File: src/rtl/decoder_pkg.sv
// Shared types for the instruction decode queue: decoded-half record, FSM states,
// and bit positions of the native fields inside one 32-bit half word.
package decoder_pkg;
  localparam int DEC_ADDR_W = 20;
  localparam logic [7:0] EXTOP_CODE = 8'h3f;

  typedef enum logic {S_LEFT = 1'b0, S_RIGHT = 1'b1} dec_state_e;

  typedef struct packed {
    logic                  tkk;
    logic                  pe;
    logic [3:0]            ir;
    logic [7:0]            op;
    logic                  extop;
    logic [DEC_ADDR_W-1:0] addr;
  } decoded_half_t;

  // Native fields sit at the same place in either half (bit 1 = lsb of the half).
  localparam int HALF_W  = 32;
  localparam int IR_HI   = 32;
  localparam int IR_LO   = 29;
  localparam int BOP_HI  = 28;
  localparam int BOP_LO  = 21;
  localparam int XOP_HI  = 20;
  localparam int XOP_LO  = 13;
  localparam int ADDR_HI = 20;
  localparam int ADDR_LO = 1;
endpackage

File: src/rtl/instr_decode_queue_if.sv
// Fetch-side and dispatch-side handshake bundle of the instruction decode queue.
interface instr_decode_queue_if #(parameter int ADDR_W = 20);
  logic              in_valid;
  logic              in_ready;
  logic [64:1]       in_word;
  logic              in_pe;
  logic              in_rhalf;
  logic              out_valid;
  logic              out_ready;
  logic              out_tkk;
  logic              out_pe;
  logic [3:0]        out_ir;
  logic [7:0]        out_op;
  logic              out_extop;
  logic [ADDR_W-1:0] out_addr;

  modport master (
    output in_valid, in_word, in_pe, in_rhalf, out_ready,
    input  in_ready, out_valid, out_tkk, out_pe, out_ir, out_op, out_extop, out_addr
  );
  modport slave (
    input  in_valid, in_word, in_pe, in_rhalf, out_ready,
    output in_ready, out_valid, out_tkk, out_pe, out_ir, out_op, out_extop, out_addr
  );
endinterface

File: src/rtl/decode_half.sv
// Combinational decode of one half of a 64-bit instruction word.
// besm6 paths exist only when MICROBESM_PE_DECODE_EN is defined.
module decode_half
  import decoder_pkg::*;
(
  input  logic          [64:1] word,
  input  logic                 pe,
  input  logic                 tkk,
  output decoded_half_t        dec
);
  logic [HALF_W:1] h;
  logic [7:0]      bop;

  always_comb begin
    h         = tkk ? word[32:1] : word[64:33];
    bop       = h[BOP_HI:BOP_LO];
    dec       = '0;
    dec.tkk   = tkk;
    dec.pe    = pe;
    dec.ir    = h[IR_HI:IR_LO];
    dec.extop = !pe && (bop == EXTOP_CODE);
    dec.op    = dec.extop ? h[XOP_HI:XOP_LO] : bop;
    dec.addr  = h[ADDR_HI:ADDR_LO];
`ifdef MICROBESM_PE_DECODE_EN
    // besm6 halves are not symmetric, so index the full word directly.
    if (pe) begin
      dec.extop = 1'b0;
      if (!tkk) begin
        dec.ir = {word[64], word[59:57]};
        if (word[56]) begin
          dec.op   = {word[56:52], 3'b000};
          dec.addr = {5'd0, word[51:37]};
        end else begin
          dec.op   = word[56:49];
          dec.addr = {5'd0, {3{word[55]}}, word[48:37]};
        end
      end else begin
        dec.ir = word[36:33];
        if (word[32]) begin
          dec.op   = {word[32:28], 3'b000};
          dec.addr = {5'd0, word[27:13]};
        end else begin
          dec.op   = word[32:25];
          dec.addr = {5'd0, {3{word[31]}}, word[24:13]};
        end
      end
    end
`endif
  end
endmodule

File: src/rtl/instr_decode_queue.sv
// DEPTH-entry instruction queue emitting one decoded half per cycle (left, then right).
// MICROBESM_PE_DECODE_EN enables besm6 decode; otherwise in_pe is ignored.
module instr_decode_queue
  import decoder_pkg::*;
#(
  parameter int DEPTH  = 2,
  parameter int ADDR_W = 20
) (
  input logic                clk,
  input logic                rst_n,
  input logic                flush,
  instr_decode_queue_if.slave bus
);
  localparam int PTR_W = (DEPTH > 1) ? $clog2(DEPTH) : 1;
  localparam int CNT_W = $clog2(DEPTH + 1);

  logic [64:1]      q_word [DEPTH];
  logic [DEPTH-1:0] q_pe, q_rhalf;
  logic [PTR_W-1:0] wptr, rptr, rptr_nx;
  logic [CNT_W-1:0] count;

  dec_state_e    state, state_n;
  decoded_half_t dec, out_q;
  logic          out_valid;
  logic          in_pe_s, push, pop, load, head_vld, nxt_rhalf;

`ifdef MICROBESM_PE_DECODE_EN
  assign in_pe_s = bus.in_pe;
`else
  logic unused_pe;
  assign unused_pe = bus.in_pe;
  assign in_pe_s   = 1'b0;
`endif

  assign bus.in_ready = rst_n && (count < CNT_W'(DEPTH)) && !flush;
  assign push         = bus.in_valid && bus.in_ready;
  assign head_vld     = (count != '0);
  assign load         = head_vld && (!out_valid || bus.out_ready);
  assign pop          = load && (state == S_RIGHT);
  assign rptr_nx      = rptr + PTR_W'(1);
  // With a single queued word the successor is whatever arrives this cycle.
  assign nxt_rhalf    = (count == CNT_W'(1)) ? (push && bus.in_rhalf) : q_rhalf[rptr_nx];

  decode_half u_dec (
    .word (q_word[rptr]),
    .pe   (q_pe[rptr]),
    .tkk  (state == S_RIGHT),
    .dec  (dec)
  );

  always_ff @(posedge clk or negedge rst_n) begin
    if (!rst_n) state <= S_LEFT;
    else        state <= state_n;
  end

  always_comb begin
    state_n = state;
    if (flush)
      state_n = S_LEFT;
    else if (!head_vld)
      state_n = (push && bus.in_rhalf) ? S_RIGHT : S_LEFT;
    else if (load)
      state_n = (state == S_LEFT || nxt_rhalf) ? S_RIGHT : S_LEFT;
  end

  always_ff @(posedge clk) begin
    if (push) q_word[wptr] <= bus.in_word;
  end

  always_ff @(posedge clk or negedge rst_n) begin
    if (!rst_n) begin
      wptr    <= '0;
      rptr    <= '0;
      count   <= '0;
      q_pe    <= '0;
      q_rhalf <= '0;
    end else if (flush) begin
      wptr  <= '0;
      rptr  <= '0;
      count <= '0;
    end else begin
      if (push) begin
        q_pe[wptr]    <= in_pe_s;
        q_rhalf[wptr] <= bus.in_rhalf;
        wptr          <= wptr + PTR_W'(1);
      end
      if (pop) rptr <= rptr_nx;
      count <= count + CNT_W'(push) - CNT_W'(pop);
    end
  end

  always_ff @(posedge clk or negedge rst_n) begin
    if (!rst_n) begin
      out_q     <= '0;
      out_valid <= 1'b0;
    end else if (flush) begin
      out_valid <= 1'b0;
    end else if (load) begin
      out_q     <= dec;
      out_valid <= 1'b1;
    end else if (bus.out_ready) begin
      out_valid <= 1'b0;
    end
  end

  assign bus.out_valid = out_valid;
  assign bus.out_tkk   = out_q.tkk;
  assign bus.out_pe    = out_q.pe;
  assign bus.out_ir    = out_q.ir;
  assign bus.out_op    = out_q.op;
  assign bus.out_extop = out_q.extop;
  assign bus.out_addr  = ADDR_W'(out_q.addr);
endmodule

File: src/flat_wrapper.sv
// flat-port wrapper written by rule: the top's interface ports become plain ports
module instr_decode_queue_flat import decoder_pkg::*;
#(
  parameter int DEPTH  = 2,
  parameter int ADDR_W = 20
)
  (clk, rst_n, flush, bus_in_valid, bus_in_word, bus_in_pe, bus_in_rhalf, bus_out_ready, bus_in_ready, bus_out_valid, bus_out_tkk, bus_out_pe, bus_out_ir, bus_out_op, bus_out_extop, bus_out_addr);
  instr_decode_queue_if #(.ADDR_W(ADDR_W)) bus_i ();
  input logic clk;
  input logic rst_n;
  input logic flush;
  input wire logic [$bits(bus_i.in_valid)-1:0] bus_in_valid;
  input wire logic [$bits(bus_i.in_word)-1:0] bus_in_word;
  input wire logic [$bits(bus_i.in_pe)-1:0] bus_in_pe;
  input wire logic [$bits(bus_i.in_rhalf)-1:0] bus_in_rhalf;
  input wire logic [$bits(bus_i.out_ready)-1:0] bus_out_ready;
  output wire logic [$bits(bus_i.in_ready)-1:0] bus_in_ready;
  output wire logic [$bits(bus_i.out_valid)-1:0] bus_out_valid;
  output wire logic [$bits(bus_i.out_tkk)-1:0] bus_out_tkk;
  output wire logic [$bits(bus_i.out_pe)-1:0] bus_out_pe;
  output wire logic [$bits(bus_i.out_ir)-1:0] bus_out_ir;
  output wire logic [$bits(bus_i.out_op)-1:0] bus_out_op;
  output wire logic [$bits(bus_i.out_extop)-1:0] bus_out_extop;
  output wire logic [$bits(bus_i.out_addr)-1:0] bus_out_addr;
  assign bus_i.in_valid = bus_in_valid;
  assign bus_i.in_word = bus_in_word;
  assign bus_i.in_pe = bus_in_pe;
  assign bus_i.in_rhalf = bus_in_rhalf;
  assign bus_i.out_ready = bus_out_ready;
  assign bus_in_ready = bus_i.in_ready;
  assign bus_out_valid = bus_i.out_valid;
  assign bus_out_tkk = bus_i.out_tkk;
  assign bus_out_pe = bus_i.out_pe;
  assign bus_out_ir = bus_i.out_ir;
  assign bus_out_op = bus_i.out_op;
  assign bus_out_extop = bus_i.out_extop;
  assign bus_out_addr = bus_i.out_addr;
  instr_decode_queue #(.DEPTH(DEPTH), .ADDR_W(ADDR_W)) u_core (.clk(clk), .rst_n(rst_n), .flush(flush), .bus(bus_i));
endmodule
File: config.mk
export PLATFORM = sky130hd
export DESIGN_NAME = instr_decode_queue_flat
export DESIGN_NICKNAME = d
export VERILOG_FILES = /design/src/rtl/decoder_pkg.sv /design/src/rtl/instr_decode_queue_if.sv /design/src/rtl/decode_half.sv /design/src/rtl/instr_decode_queue.sv /design/src/flat_wrapper.sv
export SDC_FILE = /design/constraint.sdc
export NUM_CORES = 1
export LEC_CHECK = 0
export ABC_AREA = 1
export CORE_ASPECT_RATIO = 2
export CORE_MARGIN = 5
export CORE_UTILIZATION = 52
export CTS_CLUSTER_DIAMETER = 150
export DETAILED_ROUTE_END_ITERATION = 12
export PLACE_DENSITY = 0.77
export REMOVE_ABC_BUFFERS = 1
export SLEW_MARGIN = 15
export SYNTH_ARGS = -nofsm -noshare
export SYNTH_HDL_FRONTEND = slang
export SYNTH_HIERARCHICAL = 1
export SYNTH_SLANG_ARGS = --single-unit
File: constraint.sdc
create_clock -name clk -period 4.98 [get_ports clk]
set_input_delay 0.498 -clock clk [delete_from_list [all_inputs] [get_ports clk]]
set_output_delay 0.498 -clock clk [all_outputs]
set_load 0.02 [all_outputs]
* Word level (Yosys, flattened, before mapping)
Memories as Yosys holds them, arrays and structs flattened.
Cells that the tools add are included.
** Storage, ports and cells
- Bits of input ports :: 71
- Word-level logic and storage cells :: 74
- Bits in writable memories :: 128
- Bits in registers :: 45
- Memories kept :: 1
** Cells by class
- Multiplexer cells :: 25
- Equal/unequal tests :: 3
- Bitwise operators :: 4
- Add/subtract/negate cells :: 4
- Reductions and logical operators :: 19
- Magnitude comparators :: 5
** Memories
- u_core.q_word :: depth 2, bits a word 64, read ports 1, clocked after Yosys merged registers in 0, wr ports 1, RTL line instr_decode_queue.sv:17 : logic [64:1] q_word [DEPTH];
** Operators by type and width (count)
- 2-to-1 mux 32 bit :: 1
- 2-to-1 mux 1 bit :: 20
- equality test 8 x 6 -> 1 bit (second input constant) :: 1
- logical AND 1 bit :: 8
- 2-to-1 mux 8 bit :: 1
- < comparator 1 x 2 -> 1 bit (second input constant) :: 3
- nonzero test 2 bit :: 3
- AND reduction 2 bit :: 2
- zero test 1 bit :: 3
- inequality test 3 x 2 -> 1 bit (second input constant) :: 1
- nonzero test 3 bit :: 1
- adder 1 bit (second input constant) :: 2
- adder 2 x 1 -> 2 bit :: 1
- AND 2 bit :: 1
- bitwise mux 2 bit :: 1
- equality test 2 x 1 -> 1 bit (second input constant) :: 1
- logical OR 1 bit :: 2
- < comparator 2 bit (second input constant) :: 1
- 2-to-1 mux 2 bit :: 1
- NOT 1 bit :: 2
- NOT 2 bit :: 1
- subtractor 2 x 1 -> 2 bit :: 1
- demux 1 bit (select 1 bit) :: 1
- >= comparator 1 bit (second input constant) :: 1

* Logic depth before layout (Yosys ltp)
Gate-level depths: netlist of run 1.
- Word-level depth :: 11
- Gate-level depth with buffers :: 15

* Modules after synthesis
The synthesis of run 1 kept the hierarchy.
** By module, submodules not included
- instr_decode_queue :: seq. area each 4969.8 µm², area an instance 6562.5 µm², cells each 553, instances 1
- decode_half :: seq. area each 0.0 µm², area an instance 710.7 µm², cells each 147, instances 1

* Worst setup path before layout of run 1
Ideal clock, no wire load.
- Path kind :: input -> register
- From :: in flush
- To :: mem u_core/q_word[0][0] in the netlist's numbering, enable pin
- Buffers on the path :: 0
- Path slack :: 0.959 ns
- Arrival time :: 3.530 ns
- Required time :: 4.489 ns
- Cell stages on the path :: 3
- Path through :: nor2_1 nand3_2 nor2_1
** Between the ends
- Word-level cells in the longest chain between the ends :: 5
** RTL lines
- from (decl) :: RTL line flat_wrapper.sv:11 : input logic flush;
- zero test 1 bit :: RTL line instr_decode_queue.sv:35 : assign bus.in_ready = rst_n && (count < CNT_W'(DEPTH)) && !flush;
- logical AND 1 bit :: RTL line instr_decode_queue.sv:35
- logical AND 1 bit :: RTL line instr_decode_queue.sv:36 : assign push = bus.in_valid && bus.in_ready;
- 2-to-1 mux 1 bit :: RTL line instr_decode_queue.sv:67 : if (push) q_word[wptr] <= bus.in_word;
- 2-to-1 mux 1 bit (implied by the code) :: RTL line instr_decode_queue.sv:67
- to (decl) :: RTL line instr_decode_queue.sv:17
Every way passes these cells.

* Worst setup path after layout of run 1
- From :: in flush
- To :: out bus_in_ready
** Between the ends
- Word-level cells in the longest chain between the ends :: 2
** RTL lines
- zero test 1 bit :: RTL line instr_decode_queue.sv:35
- logical AND 1 bit :: RTL line instr_decode_queue.sv:35
- to (decl) :: RTL line flat_wrapper.sv:17 : output wire logic [$bits(bus_i.in_ready)-1:0] bus_in_ready;
Every way passes these cells.

==> flow_metrics.env, run 1 <==
export IMPL_postSynth_asyncResetShare=0.260
export IMPL_reg2reg_depth=12
export IMPL_r2r_setup_slack_ns=2.53
export IMPL_synth_compound_area_frac=0.00688
export IMPL_first_global_vias=5278
export IMPL_grt_overflow=0
export IMPL_synthDistinctLibCells=27
export IMPL_start_util=0.526
export IMPL_utilization=0.656
export IMPL_rows=61
export IMPL_place_gp_congestion=0.852
export IMPL_max_vdd_ir_drop_mv=0.280
export IMPL_clkSinkCount=173
export IMPL_wirelength_um=15800
export IMPL_maxCapViolations=0
export IMPL_slew_headroom=0.383
export IMPL_fp_dieW_um=93.6
export IMPL_rsz0062_at_grt="no"
export IMPL_antenna_found_initial=0
export IMPL_synth_mux_area_frac=0
export IMPL_synth_top_family_by_area="simple AND/OR/NAND/NOR gates"
export IMPL_hp_class="primary input to async pin"
export IMPL_boundaryPins=108
export IMPL_synth_main_ff_cell="edfxtp_1"
export IMPL_numCtsBuffers=17
export IMPL_r2r_start="u_core/rptr$_DFFE_PN0P_"
export IMPL_status="completed"
export IMPL_core_area_mm2=0.0138
export IMPL_diodes=0
export IMPL_via_per_inst=5.08
export IMPL_synthSimpleGateAreaFrac=0.266
export IMPL_cts_resized=0
export IMPL_combPwrFrac=0.198
export IMPL_synth_cell_area_mm2=0.00727
export IMPL_end_kind="output pin"
export IMPL_h_tree_depth=4
export IMPL_powerDensity_mw_per_mm2=437
export IMPL_grt_pass1_wl_um=25400
export IMPL_drv_slew=0
export IMPL_final_common_cell="nand2_1"
export IMPL_seq_power_share=0.455
export IMPL_fmax_mhz=391
export IMPL_port_buffers=106
export IMPL_yosysTopAreaCell="edfxtp_1"
export IMPL_fp_dieH_um=177
export IMPL_first_iter_violations=360
export IMPL_grtUsageTotal=0.199
export IMPL_insertion_delay_ns=0.41
export IMPL_yosys_warnings=6
export IMPL_tightestPinTransition_ns=0.926
export IMPL_num_vias=5085
export IMPL_cts_hold_buf=0
export IMPL_ys_seq_area_frac=0.683
export IMPL_drive_above_1_share=0.0825
export IMPL_cts_root_buf="clkbuf_16"
export IMPL_dpl_instance_area_mm2=0.00843
export IMPL_p_leak_nw=3.90
export IMPL_p_switching_mw=1.06
export IMPL_p_clk_frac=0.347
export IMPL_path_max_fanout=6
export IMPL_clk_path_buf_depth=2
export IMPL_finalHoldViolations=0
export IMPL_synth_fa_ha_area_frac=0.00344
export IMPL_finalSetupTns_ns=0
export IMPL_synth_xor_xnor_area_share=0.00120
export IMPL_ys_top_cells_by_area="edfxtp_1 (53%), nand2_1 (20%), dfrtp_1 (15%)"
export IMPL_area_delta_synth_final_pct=24.5
export IMPL_synth_enable_flop_cells=128
export IMPL_crit_type="primary input to output pin"
export IMPL_final_cell_area_mm2=0.00906
export IMPL_cellInternalPower_mw=2.90
export IMPL_p_sw_frac=0.267
export IMPL_cts_setup_buffers=0
export IMPL_setup_viol=0
export IMPL_placed_cells=969
export IMPL_syn_area_per_cell_um2=10.4
export IMPL_crit_path_start_kind="primary input"
export IMPL_worst_ep_arrival_time_ns=2.06
export IMPL_netlist_instances=700
export IMPL_grt_max_degree=68
export IMPL_post_route_period_util=0.513
export IMPL_timing_rr_end="u_core/bus.out_op[3]$_DFFE_PN0P_"
export IMPL_num_nets_final=872
export IMPL_layout_common_cells="nand2_1 (377), edfxtp_1 (128), clkdlybuf4s50_1 (105)"
export IMPL_cp_required_ns=4.48
export IMPL_synth_top_cell_area_share=0.528
export IMPL_layout_min_cycle_time_ns=2.56
export IMPL_routedWlPerCell_um=15.8
export IMPL_drtAntennaViolNets=0
export IMPL_skew_ns=0.00730
export IMPL_dp_hpwl_um=9990
export IMPL_layout_cells_non_filler=1001
export IMPL_dieArea_mm2=0.0166
export IMPL_path_clk_slew_ns=0.07
export IMPL_tritoncts="built"
export IMPL_first_pass_iters=4
export IMPL_synth_seq_cells=173
export IMPL_drc=0
flip-flops by register name (all words and copies together), names as in the netlist:
signal and flops:
u_core/rptr 1, u_core/bus.out_ir 4, u_core/count 2, u_core/wptr 1
u_core/q_pe 2, u_core/bus.out_tkk 1, u_core/q_word 128, u_core/q_rhalf 2
u_core/bus.out_addr 20, u_core/bus.out_op 8, u_core/bus.out_pe 1, u_core/bus.out_extop 1
u_core/bus.out_valid 1, u_core/state 1
worst max-delay path by stage:
stage	slack [ns]	start	cells past startpoint	end
6_report	2.42	flush	5	bus_in_ready
5_1_grt	2.25	u_core/rptr$_DFFE_PN0P_	12	u_core/bus.out_op[5]$_DFFE_PN0P_
4_1_cts	2.41	flush	5	bus_in_ready
3_5_place_dp	2.16	bus_out_ready	11	u_core/count[1]$_DFF_PN0_
3_3_place_gp	2.26	bus_out_ready	11	u_core/count[1]$_DFF_PN0_
2_1_floorplan	0.96	flush	3	u_core/q_word[0][0]$_DFFE_PP_
cell type report:
cell class / instances / area [um2]
Sequential cell: 173 / 4970
Clock buffer: 19 / 433
Tap cell: 189 / 236
Fill cell: 1077 / 4760
Timing Repair Buffer: 112 / 1100
Multi-Input combinational cell: 472 / 2040
Clock inverter: 13 / 190
Inverter: 23 / 86.3
kinds of logic (layout without fill, tap and decap cells):
group                    count (synthesis)  count (layout)
flip-flops                             173             173
adder cells (fa/ha/maj)                  2               2
XOR/XNOR                                 1               1
AO/OA/AOI/OAI                           10              10
AND/OR/NAND/NOR                        459             459
buffers and inverters                   55             167
Yosys cell counts (5+ instances only):
master,instances
nand3_1,40
buf_4,6
clkbuf_1,7
edfxtp_1,128
inv_1,18
inv_2,5
o21ai_0,5
nor2_1,10
dfrtp_1,45
nand2_1,378
nand4_1,9
buf_6,5
nand2_2,6
nand2_4,8
buf_2,12
power groups by stage:
stage	combinational (mW)	sequential [mW]	clock, mW
2_1_floorplan	0.206	1.98	0
3_3_place_gp	0.765	1.82	0
3_5_place_dp	0.785	1.83	0
4_1_cts	0.791	1.80	1.40
5_1_grt	0.842	1.82	1.46
6_report	0.784	1.80	1.38
through the flow:
| stage | worst slack [ns] | hold WS [ns] | total power [mW] |
|---|---|---|---|
| 2_1_floorplan | 0.959 | 0.202 | 2.19 |
| 3_3_place_gp | 2.26 | 0.453 | 2.59 |
| 3_5_place_dp | 2.16 | 0.458 | 2.61 |
| 4_1_cts | 2.41 | 0.0200 | 3.99 |
| 5_1_grt | 2.25 | 0.0368 | 4.12 |
| 6_report | 2.42 | 0.0247 | 3.96 |
metal layers:
| layer | wire length [um] | vias up | GRT usage |
|---|---|---|---|
| met1 | 5650 | 2397 | 0.207 |
| li1 | - | 2473 | - |
| met2 | 8920 | 177 | 0.378 |
| met5 | 0 | - | 0 |
| met4 | 506 | 0 | 0.0922 |
| met3 | 738 | 38 | 0.0323 |
worst max-delay path, stage by stage:
cell and delay (ns):
clkdlybuf4s50_1 0.58, inv_1 0.22, nand2_1 0.07, nor2_1 0.09, clkdlybuf4s50_1 0.60
No activity file was read; power rests on OpenSTA's default activity.
==> inputs of run 2 (changes only) <==
--- a/config.mk
+++ b/config.mk
@@ -8,10 +8,10 @@
 export ABC_AREA = 1
 export CORE_ASPECT_RATIO = 2
 export CORE_MARGIN = 5
-export CORE_UTILIZATION = 52
+export CORE_UTILIZATION = 49
 export CTS_CLUSTER_DIAMETER = 150
 export DETAILED_ROUTE_END_ITERATION = 12
-export PLACE_DENSITY = 0.77
+export PLACE_DENSITY = 0.76
 export REMOVE_ABC_BUFFERS = 1
 export SLEW_MARGIN = 15
 export SYNTH_ARGS = -nofsm -noshare
==> constraint.sdc (replaced) <==
create_clock -name clk -period 2 [get_ports clk]
set_input_delay 0.2 -clock clk [delete_from_list [all_inputs] [get_ports clk]]
set_output_delay 0.2 -clock clk [all_outputs]
set_load 0.02 [all_outputs]
==> run 2 against run 1 <==
Effect of this change: final cell count increased by 2.8%; global-route usage decreased by 1.1 points; total power increased by 140%; critical path type is now flip-flop to flip-flop; largest cell class unchanged.
==> flow_metrics.env, run 2 (synthesized netlist as in run 1, its figures left out) <==
export IMPL_drtAntennaViolNets=0
export IMPL_p_leak_nw=4.02
export IMPL_grtUsageTotal=0.188
export IMPL_hp_class="primary input to async pin"
export IMPL_first_global_vias=5173
export IMPL_first_pass_iters=5
export IMPL_r2r_start="u_core/rptr$_DFFE_PN0P_"
export IMPL_final_cell_area_mm2=0.00927
export IMPL_utilization=0.629
export IMPL_p_sw_frac=0.288
export IMPL_layout_min_cycle_time_ns=1.86
export IMPL_h_tree_depth=4
export IMPL_start_util=0.493
export IMPL_crit_type="flip-flop to flip-flop"
export IMPL_path_max_fanout=31
export IMPL_fp_dieW_um=96.2
export IMPL_layout_common_cells="nand2_1 (377), edfxtp_1 (128), clkdlybuf4s50_1 (104)"
export IMPL_combPwrFrac=0.204
export IMPL_drive_above_1_share=0.107
export IMPL_numCtsBuffers=17
export IMPL_wirelength_um=15300
export IMPL_timing_rr_end="u_core/bus.out_op[5]$_DFFE_PN0P_"
export IMPL_fp_dieH_um=182
export IMPL_insertion_delay_ns=0.42
export IMPL_routedWlPerCell_um=14.9
export IMPL_regMostFlops="u_core/q_word"
export IMPL_area_delta_synth_final_pct=27.4
export IMPL_dpl_instance_area_mm2=0.00866
export IMPL_boundaryPins=108
export IMPL_p_clk_frac=0.326
export IMPL_finalPower_mw=9.57
export IMPL_slew_headroom=0.648
export IMPL_core_area_mm2=0.0147
export IMPL_dieArea_mm2=0.0175
export IMPL_fmax_mhz=539
export IMPL_place_gp_congestion=0.831
export IMPL_rsz0062_at_grt="no"
export IMPL_path_clk_slew_ns=0.07
export IMPL_num_nets_final=892
export IMPL_grt_pass1_wl_um=24800
export IMPL_clkSinkCount=173
export IMPL_cp_required_ns=2.31
export IMPL_multi_input_area_mm2=0.00204
export IMPL_tightestPinTransition_ns=0.528
export IMPL_clk_path_buf_depth=2
export IMPL_seq_power_share=0.470
export IMPL_grt_overflow=0
export IMPL_p_switching_mw=2.76
export IMPL_finalHoldViolations=0
export IMPL_maxCapViolations=0
export IMPL_num_vias=5061
export IMPL_powerDensity_mw_per_mm2=1030
export IMPL_reg2reg_depth=12
export IMPL_drc=0
export IMPL_antenna_found_initial=2
export IMPL_register_area_mm2=0.00497
export IMPL_worst_ep_arrival_time_ns=2.16
export IMPL_port_buffers=106
export IMPL_setup_viol=0
export IMPL_post_route_period_util=0.928
export IMPL_first_iter_violations=198
export IMPL_largest_reg_flops=128
export IMPL_cellInternalPower_mw=6.81
export IMPL_finalSetupTns_ns=0
export IMPL_tritoncts="built"
export IMPL_crit_path_start_kind="flip-flop"
export IMPL_grt_max_degree=41
export IMPL_cts_root_buf="clkbuf_16"
export IMPL_final_common_cell="nand2_1"
export IMPL_rows=63
export IMPL_via_per_inst=4.92
export IMPL_place_ws_ns=0.0801
export IMPL_fillers=1190
export IMPL_dp_hpwl_um=10700
export IMPL_end_kind="flip-flop"
export IMPL_skew_ns=0.00873
export IMPL_r2r_setup_slack_ns=0.14
export IMPL_layout_setup_ws_ns=0.143
export IMPL_status="completed"
export IMPL_max_vdd_ir_drop_mv=0.845
export IMPL_drv_slew=0
-- run 2: changes by cell type in the layout (fill, tap and decap cells not counted), sizes merged, moves of 2 or more --
cell | previous run | this run
clkinvlp | 3 | 1
diode | 0 | 2
inv | 26 | 33
bufinv | 4 | 0
buf | 7 | 26
clkbuf | 19 | 17
-- run 2: final cells by class --
class	instances	area share
clock inverters	15	0.0157
diodes	2	0.000540
clock buffers	17	0.0459
inverters	23	0.00986
repair buffers	132	0.145
well taps	195	0.0263
multi-input cells	472	0.220
flip-flops and latches	173	0.537
-- run 2: worst max-delay path, stage by stage (launching register included) --
cell and delay [ns]:
dfrtp_2 0.44, buf_12 0.21, nand2_1 0.06, nand2_1 0.09
nand2_1 0.06, nand2_1 0.15, nand2_1 0.11, nor2_4 0.22
nand3_4 0.13, nand2_1 0.09, nand2_1 0.06, nand3_1 0.08
nand2_1 0.06
-- run 2: repair_timing --
action,in CTS,in global routing
setup buffers,0,0
resized for setup,0,7
setup endpoints to repair,0,9
hold buffers,1,0
endpoints found under the hold margin,6,0
-- run 2: worst max-delay path by stage --
stage / depth (start not counted) / from / slack, ns / to
6_report: 12 / u_core/rptr$_DFFE_PN0P_ / 0.14 / u_core/bus.out_op[5]$_DFFE_PN0P_
5_1_grt: 12 / u_core/rptr$_DFFE_PN0P_ / 0.01 / u_core/bus.out_op[2]$_DFFE_PN0P_
4_1_cts: 5 / rst_n / 0.05 / bus_in_ready
3_5_place_dp: 12 / u_core/rptr$_DFFE_PN0P_ / 0.08 / u_core/bus.out_op[1]$_DFFE_PN0P_
3_3_place_gp: 12 / u_core/rptr$_DFFE_PN0P_ / 0.11 / u_core/bus.out_op[5]$_DFFE_PN0P_
2_1_floorplan: 3 / u_core/count[1]$_DFF_PN0_ / -1.97 / u_core/q_word[0][0]$_DFFE_PP_
-- run 2: power by group through the flow --
stage | clock, mW | sequential (mW) | combinational [mW]
global placement | 0 | 4.56 | 1.93
detailed placement | 0 | 4.58 | 1.97
CTS | 3.18 | 4.50 | 1.98
floorplan | 0 | 4.93 | 0.514
finish | 3.12 | 4.50 | 1.95
global route | 3.32 | 4.54 | 2.13
-- run 2: metrics by stage --
stage	cells	hold WS, ns
after floorplan	668	-0.0956
after global placement	994	0.0586
after detailed placement	994	0.0589
after CTS	1027	0.148
after global routing	1029	0.171
final	1029	0.160
-- run 2: metal layers --
metal,vias up,global-route usage,wire [um]
met3,25,0.0384,882
li1,2515,-,-
met5,-,0,0
met1,2372,0.200,5320
met4,0,0.0912,524
met2,149,0.339,8590
==> inputs of run 3 (changes only) <==
--- a/config.mk
+++ b/config.mk
@@ -8,10 +8,10 @@
 export ABC_AREA = 1
 export CORE_ASPECT_RATIO = 2
 export CORE_MARGIN = 5
-export CORE_UTILIZATION = 49
+export CORE_UTILIZATION = 52
 export CTS_CLUSTER_DIAMETER = 150
 export DETAILED_ROUTE_END_ITERATION = 12
-export PLACE_DENSITY = 0.76
+export PLACE_DENSITY = 0.77
 export REMOVE_ABC_BUFFERS = 1
 export SLEW_MARGIN = 15
 export SYNTH_ARGS = -nofsm -noshare
==> constraint.sdc (replaced) <==
create_clock -name clk -period 1.8 [get_ports clk]
set_input_delay 0.18 -clock clk [delete_from_list [all_inputs] [get_ports clk]]
set_output_delay 0.18 -clock clk [all_outputs]
set_load 0.02 [all_outputs]
==> run 3 against run 2 <==
Effect of this change: the run now ends with negative setup slack left; final cell count is 0.19% higher; setup slack got worse by 0.28 ns; total power is 12% higher; die area decreased by 5.3%; highest routed layer unchanged.
==> flow_metrics.env, run 3 (synthesized netlist as in run 1, its figures left out) <==
export IMPL_maxCapViolations=0
export IMPL_numCtsBuffers=17
export IMPL_fillers=994
export IMPL_rsz0062_at_grt="yes"
export IMPL_grt_pass1_wl_um=26000
export IMPL_finalHoldViolations=0
export IMPL_cts_root_buf="clkbuf_16"
export IMPL_drv_slew=0
export IMPL_place_ws_ns=-0.116
export IMPL_clk_path_buf_depth=2
export IMPL_h_tree_depth=4
export IMPL_fp_dieH_um=177
export IMPL_grt_overflow=0
export IMPL_via_per_inst=5.25
export IMPL_area_delta_synth_final_pct=29.4
export IMPL_crit_path_cell_trace="buf_12 -> nand2_1 -> nand2_1 -> nand2_1 -> nand2_2 -> nand2_2 -> nor2_4 -> nand3_4 -> nand2_2 -> nand2_1 -> nand3_1 -> nand2_1"
export IMPL_multi_input_area_mm2=0.00212
export IMPL_final_cell_area_mm2=0.00941
export IMPL_core_area_mm2=0.0138
export IMPL_crit_path_start_kind="flip-flop"
export IMPL_grt_max_degree=46
export IMPL_status="finished, violations left"
export IMPL_crit_type="flip-flop to flip-flop"
export IMPL_drc=0
export IMPL_layout_min_cycle_time_ns=1.94
export IMPL_path_max_fanout=7
export IMPL_fmax_mhz=516
export IMPL_diodes=0
export IMPL_slew_headroom=0.686
export IMPL_first_pass_iters=6
export IMPL_wirelength_um=17300
export IMPL_drtAntennaViolNets=0
export IMPL_utilization=0.681
export IMPL_tritoncts="built"
export IMPL_first_iter_violations=492
export IMPL_crit_path_frequent_cell="nand2_1"
export IMPL_start_util=0.526
export IMPL_path_clk_slew_ns=0.07
export IMPL_dieArea_mm2=0.0166
export IMPL_insertion_delay_ns=0.42
export IMPL_largest_reg_flops=128
export IMPL_p_leak_nw=4.07
export IMPL_dpl_instance_area_mm2=0.00859
export IMPL_skew_ns=0.00572
export IMPL_slowest_stage="dfrtp_4"
export IMPL_layout_setup_ws_ns=-0.138
export IMPL_finalSetupTns_ns=-0.657
export IMPL_max_vdd_ir_drop_mv=0.746
export IMPL_critPathMaxStageDelay_ns=0.57
export IMPL_drive_above_1_share=0.145
export IMPL_worst_ep_arrival_time_ns=2.23
export IMPL_violations="negative setup slack"
export IMPL_port_buffers=106
export IMPL_dp_hpwl_um=10700
export IMPL_tightestPinTransition_ns=0.471
export IMPL_num_nets_final=902
export IMPL_end_kind="flip-flop"
export IMPL_regMostFlops="u_core/q_word"
export IMPL_routedWlPerCell_um=16.8
export IMPL_powerDensity_mw_per_mm2=1140
export IMPL_finalPower_mw=10.7
export IMPL_grtUsageTotal=0.206
export IMPL_clkSinkCount=173
export IMPL_layout_common_cells="nand2_1 (356), edfxtp_1 (128), clkdlybuf4s50_1 (104)"
export IMPL_place_gp_congestion=0.855
export IMPL_fp_dieW_um=93.6
export IMPL_antenna_found_initial=0
export IMPL_boundaryPins=108
export IMPL_rows=61
export IMPL_first_global_vias=5364
export IMPL_hp_class="primary input to async pin"
export IMPL_register_area_mm2=0.00497
export IMPL_final_common_cell="nand2_1"
export IMPL_num_vias=5411
export IMPL_cp_required_ns=2.10
export IMPL_post_route_period_util=1.08
export IMPL_setup_viol=7
==> run 3: cell type report <==
cell class,count,share of cell area
Clock buffer,20,0.0475
Clock inverter,12,0.0122
Inverter,23,0.0105
Multi-Input combinational cell,472,0.226
Sequential cell,173,0.529
Tap cell,189,0.0251
Timing Repair Buffer,141,0.149
Timing Repair inverter,1,0.00120
==> run 3: critical path: cells and delay by family (launching register included) <==
kind                   cells  cell delay, ns
buffers and inverters      1            0.17
flip-flops                 1            0.57
AND/OR/NAND/NOR           11            1.07
==> run 3: path summary, 6_finish.rpt <==
check / startpoint / slack [ns] / endpoint / depth (start not counted)
max: u_core/rptr$_DFFE_PN0P_ / -0.14 / u_core/bus.out_op[0]$_DFFE_PN0P_ / 12
min: rst_n / 0.31 / u_core/bus.out_addr[3]$_DFFE_PN0P_ / 3
max reg2reg: u_core/rptr$_DFFE_PN0P_ / -0.14 / u_core/bus.out_op[0]$_DFFE_PN0P_ / 12
min reg2reg: u_core/bus.out_addr[7]$_DFFE_PN0P_ / 0.47 / u_core/bus.out_addr[7]$_DFFE_PN0P_ / 2
max in group asynchronous: rst_n / 1.05 / u_core/rptr$_DFFE_PN0P_ / 3
min in group clk: bus_in_word[25] / 0.34 / u_core/q_word[0][25]$_DFFE_PP_ / 1
==> run 3: report_power, final <==
part | internal [mW] | switching [mW] | leakage (nW)
clock | 1.95 | 1.49 | 0.262
sequential | 4.74 | 0.263 | 1.74
combinational | 1.01 | 1.25 | 2.07
total | 7.70 | 3.00 | 4.07
==> run 3: layer usage <==
metal	GRT usage	vias to the layer above	wire, um
li1	-	2534	-
met4	0.0910	0	557
met3	0.0413	43	962
met5	0	-	0
met1	0.229	2591	6150
met2	0.375	243	9620
==> run 3: repair_timing <==
action                                  CTS  global route
buffers inserted                          0             8
gates resized for setup                   3            40
pin swaps                                 0            16
endpoints found under the setup margin    9            11
gates cloned                              0             3
hold buffers                              1             0
endpoints found under the hold margin    45             0
==> run 3: stage by stage <==
stage	instances	hold slack (ns)
after floorplan	668	-0.116
after global placement	987	0.220
after detailed placement	987	0.222
after CTS	1020	0.322
after global routing	1031	0.323
final	1031	0.313
